$ cat src/rtl/prog_loader.sv
// Boot loader: holds the CPU in reset, streams an instruction image into
// instr_mem from address 0, then releases CPU reset after a settle delay.
//
// Ports:
//   clk, rst          clock, synchronous active-high reset
//   load_req          start (re)load; wins over run_req
//   run_req           release CPU without loading
//   s_valid/s_ready   instruction word handshake
//   s_data/s_last     instruction word, final-word marker
//   mem_addr/wdata/we instr_mem write side
//   cpu_rst           active-high reset to the CPU core
//   busy              loading or releasing
//   overflow          sticky: image ran past DEPTH words without s_last
//   word_count        words written in current/last load (saturating)
module prog_loader #(
  parameter int PIC_INSTR_WIDTH        = 12,
  parameter int L2_PIC_INSTR_MEM_DEPTH = 9,
  parameter int RELEASE_CYCLES         = 4
) (
  input  logic                              clk,
  input  logic                              rst,
  input  logic                              load_req,
  input  logic                              run_req,
  input  logic                              s_valid,
  output logic                              s_ready,
  input  logic [PIC_INSTR_WIDTH-1:0]        s_data,
  input  logic                              s_last,
  output logic [L2_PIC_INSTR_MEM_DEPTH-1:0] mem_addr,
  output logic [PIC_INSTR_WIDTH-1:0]        mem_wdata,
  output logic                              mem_we,
  output logic                              cpu_rst,
  output logic                              busy,
  output logic                              overflow,
  output logic [L2_PIC_INSTR_MEM_DEPTH:0]   word_count
);

  localparam int AW    = L2_PIC_INSTR_MEM_DEPTH;
  localparam int DEPTH = 1 << AW;
  localparam int CW    = $clog2(RELEASE_CYCLES + 1);

  localparam logic [CW-1:0] REL_LAST = CW'(RELEASE_CYCLES - 1);
  localparam logic [AW:0]   WC_MAX   = (AW+1)'(DEPTH);
  localparam logic [AW-1:0] PTR_MAX  = AW'(DEPTH - 1);

  typedef enum logic [2:0] {
    IDLE,
    LOAD,
    RELEASE,
    RUN,
    ERR
  } state_t;

  state_t          state;
  logic [AW-1:0]   ptr;
  logic [CW-1:0]   rel_cnt;
  logic            accept;
  logic            go_load;

  assign accept  = s_valid & s_ready;
  // load_req restarts from every state except LOAD itself
  assign go_load = load_req & (state != LOAD);

  always_ff @(posedge clk) begin
    if (rst) begin
      state      <= IDLE;
      s_ready    <= 1'b0;
      mem_we     <= 1'b0;
      mem_addr   <= '0;
      mem_wdata  <= '0;
      cpu_rst    <= 1'b1;
      busy       <= 1'b0;
      overflow   <= 1'b0;
      word_count <= '0;
      ptr        <= '0;
      rel_cnt    <= '0;
    end else begin
      mem_we <= 1'b0;
      if (go_load) begin
        state      <= LOAD;
        s_ready    <= 1'b1;
        cpu_rst    <= 1'b1;
        busy       <= 1'b1;
        overflow   <= 1'b0;
        word_count <= '0;
        ptr        <= '0;
        rel_cnt    <= '0;
      end else begin
        unique case (state)
          IDLE: begin
            if (run_req) begin
              state   <= RELEASE;
              busy    <= 1'b1;
              rel_cnt <= '0;
            end
          end
          LOAD: begin
            if (accept) begin
              mem_we    <= 1'b1;
              mem_addr  <= ptr;
              mem_wdata <= s_data;
              if (word_count != WC_MAX)
                word_count <= word_count + 1'b1;
              if (s_last) begin
                state   <= RELEASE;
                s_ready <= 1'b0;
                rel_cnt <= '0;
              end else if (ptr == PTR_MAX) begin
                // last slot filled with no s_last: stop, never wrap
                state    <= ERR;
                s_ready  <= 1'b0;
                busy     <= 1'b0;
                overflow <= 1'b1;
              end else begin
                ptr <= ptr + 1'b1;
              end
            end
          end
          RELEASE: begin
            if (rel_cnt == REL_LAST) begin
              state   <= RUN;
              cpu_rst <= 1'b0;
              busy    <= 1'b0;
            end else begin
              rel_cnt <= rel_cnt + 1'b1;
            end
          end
          RUN: begin
          end
          ERR: begin
          end
          default: begin
            state   <= IDLE;
            s_ready <= 1'b0;
            cpu_rst <= 1'b1;
            busy    <= 1'b0;
          end
        endcase
      end
    end
  end

endmodule

$ cat config.mk
export PLATFORM = sky130hd
export DESIGN_NAME = prog_loader
export DESIGN_NICKNAME = d
export VERILOG_FILES = /design/src/rtl/prog_loader.sv
export SDC_FILE = /design/constraint.sdc
export NUM_CORES = 1
export LEC_CHECK = 0
export ABC_AREA = 1
export BUFFER_PORTS_ARGS = -buffer_cell sky130_fd_sc_hd__buf_2
export CELL_PAD_IN_SITES_DETAIL_PLACEMENT = 1
export CELL_PAD_IN_SITES_GLOBAL_PLACEMENT = 1
export CORE_MARGIN = 2
export CORE_UTILIZATION = 41
export DETAILED_ROUTE_END_ITERATION = 10
export PLACE_DENSITY_LB_ADDON = 0.1
export SYNTH_ARGS = -nofsm -noshare
export SYNTH_HDL_FRONTEND = slang
export SYNTH_SLANG_ARGS = --single-unit
$ cat constraint.sdc
create_clock -name clk -period 4.1 [get_ports clk]
set_clock_uncertainty 0.1 [all_clocks]
set_input_delay 0.205 -clock clk [delete_from_list [all_inputs] [get_ports clk]]
set_output_delay 0.205 -clock clk [all_outputs]
set_load 0.01 [all_outputs]
==> run metrics <==
initial antenna violation count=0; IO buf count=53; post-CTS setup buffer count=0; min Tclk post-route=2.13 ns; Initial Util=0.429; num rows=27; Avg WL per Cell=13.0 µm; crit-path max FO=24; # resized after CTS=0; area added between synthesis and finish=16.0%; critical path type=primary input to flip-flop; Leakage=1.28 nW; Synth area leaders=dfxtp_1 (43%), nor2_1 (9.9%), nand2_1 (9.8%), a21oi_1 (6.1%), o21ai_0 (5.7%); Sum Neg Setup Slack=0 ns; Max Root-Sink Buffers=2; drc violations=0; via count=~2200; Worst Setup End Kind=flip-flop; CTS sink count=51; total nets after synthesis=approximately 350; EDFF count, synth=0; final WL=approximately 5900 µm; routability cong.=0.804; Post-DP Area=2660 µm²; CTS H-tree lvls=2; Synth Register Bits=51; Worst Path Arrival=2.28 ns; clock transition at the registers of the reported paths=0.10 ns; YS warnings=0; final number of setup-violating endpoints=0; TritonCTS clock tree=built; Final ANT Viol Nets=0; Root Driver=clkbuf_8; Post-Syn Area=between 2000 and 2500 µm²; # IOs=54; die height=80.1 µm; Synth cell types=27; max cap viols=0; Synth area leader=dfxtp_1; Yosys top cell area share=0.429; iteration-0 DRC count of the detailed router=68; CP dominant cell by count=inv_1; Critical Path RT=between 4 and 5 ns; critical path buffer and inverter count=4; Final Cell Area=2760 µm²; Hold Fails Final Rpt=0; worst slew pin tran=about 0.61 ns; maximum VDD drop=about 0.24 mV; CP startpoint kind=primary input; critical path's top delay family=buffers and inverters; Max Fclk=0.470 GHz; vias in the first global route=2155; pwr dens=450 nW/µm²; via/cell ratio=4.96; Rel. slew slack=0.595; first-pass GRT wire length=9970 µm; diode count=0; Synth Instances=between 300 and 400; core area=5540 µm²; Num CTS Buffers=5; DPL Wire Length=4290 µm; status=finished, final reports clean; Syn Area/Cell=7.27 µm²; die width=80.1 µm; Final Max Slew Viols=0; Seq/Total Area, Yosys=0.429; Total Routing Usage GR=0.198; Largest stage delay, worst path=0.54 ns; RSZ-0062 raised after global routing=no; clk_lat worst skew=0.31 ns; post-layout net count=401; commonest cells after routing, fill and taps aside=nor2_1 (63), nand2_1 (62), buf_2 (53); Most used DFF post-synth=dfxtp_1; Async SR Flop Fraction=0; layout cells sized above 1=0.190; CP Cell Sequence=dlygate4sd3_1, buf_2, inv_1, nand2_2, inv_1, o21ai_0, a21oi_1; min-delay worst type=primary input to flip-flop; largest net degree at the start of global routing=32; DRT Pass-1 Iters=4; commonest non-fill, non-tap cell in the layout=nor2_1; GR Overflow Total=0; Crit-path slowest cell=dlygate4sd3_1; area of the die=roughly 6400 µm²; Final Cycle Share=0.519; fillers=754
-- sequential cells by signal, summed over array words and instances, names as in the netlist --
signal / flops
word_count: 10
overflow: 1
mem_wdata: 12
state: 3
mem_addr: 9
rel_cnt: 3
mem_we: 1
s_ready: 1
busy: 1
cpu_rst: 1
ptr: 9
-- through the flow --
stage / util / total power [W] / setup slack (ns) / cells / hold WS, ns
detailed placement: 0.480 / 0.000950 / 2.06 / 441 / 0.293
global placement: 0.480 / 0.000941 / 2.12 / 441 / 0.293
CTS: 0.498 / 0.00126 / 1.90 / 450 / 0.00281
floorplan: - / 0.000860 / 2.38 / 327 / 0.174
global route: 0.498 / 0.00133 / 1.66 / 450 / 0.0189
finish: 0.498 / 0.00124 / 1.97 / 450 / 0.00683
-- path summary, 6_finish.rpt --
| path | slack, ns | startpoint | depth (start not counted) | end |
|---|---|---|---|---|
| min reg2reg | 0.36 | overflow | 2 | overflow |
| max reg2reg | 2.07 | ptr[1] | 9 | s_ready |
| max | 1.97 | rst | 7 | ptr[0] |
| min | 0.007 | s_data[1] | 3 | mem_wdata[1] |
-- cells by family after synthesis --
group / Yosys count / synth area share
flip-flops: 51 / 0.429
adder cells (fa/ha/maj): 6 / 0.0316
AND/OR/NAND/NOR: 156 / 0.293
buffers and inverters: 42 / 0.0811
XOR/XNOR: 7 / 0.0258
AO/OA/AOI/OAI: 65 / 0.139
-- power breakdown --
group	switching (W)	internal, W
clock network	0.000182	0.000123
logic	0.000233	0.000114
registers	0.0000444	0.000544
total	0.000459	0.000781
-- routing by layer --
metal / GRT usage / part of all wire
met1: 0.247 / 0.47
met2: 0.344 / 0.49
met3: 0.0382 / 0.032
met4: 0.0610 / 0.012
met5: 0 / 0
-- worst reg2reg max path: stages, from the launching register on --
cell     delay, ns
dfxtp_1       0.39
ha_1          0.21
nand3_1       0.16
nor4_1        0.27
ha_1          0.26
nor2_1        0.09
nand2_1       0.14
nand2_1       0.07
o21ai_0       0.17
a21oi_1       0.08
-- synthesized netlist by cell type (2+ instances only) --
cell     instances
a21oi_1         29
buf_1            2
buf_2            5
buf_6            3
dfxtp_1         51
ha_1             6
inv_1           28
inv_2            2
nand2_1         62
nand2_4          3
nand3_1         14
nand4_1          4
nor2_1          63
nor2_4           2
nor2_8           2
nor3_1           3
o21ai_0         27
o21ai_1          7
xor2_1           6
-- layout make-up --
class	instances	area [µm²]	share of cell area
Multi-Input combinational cell	234	1160	0.422
Sequential cell	51	1020	0.370
Clock inverter	2	16.3	0.00590
Timing Repair Buffer	54	275	0.0998
Clock buffer	6	72.6	0.0263
Inverter	31	119	0.0431
Tap cell	72	90.1	0.0327
-- repair_timing --
item	4_1_cts	5_1_grt
endpoints found under the hold margin	2	0
setup endpoints to repair	0	0
hold buffers	1	0
Power figures use the tool's default switching activity.
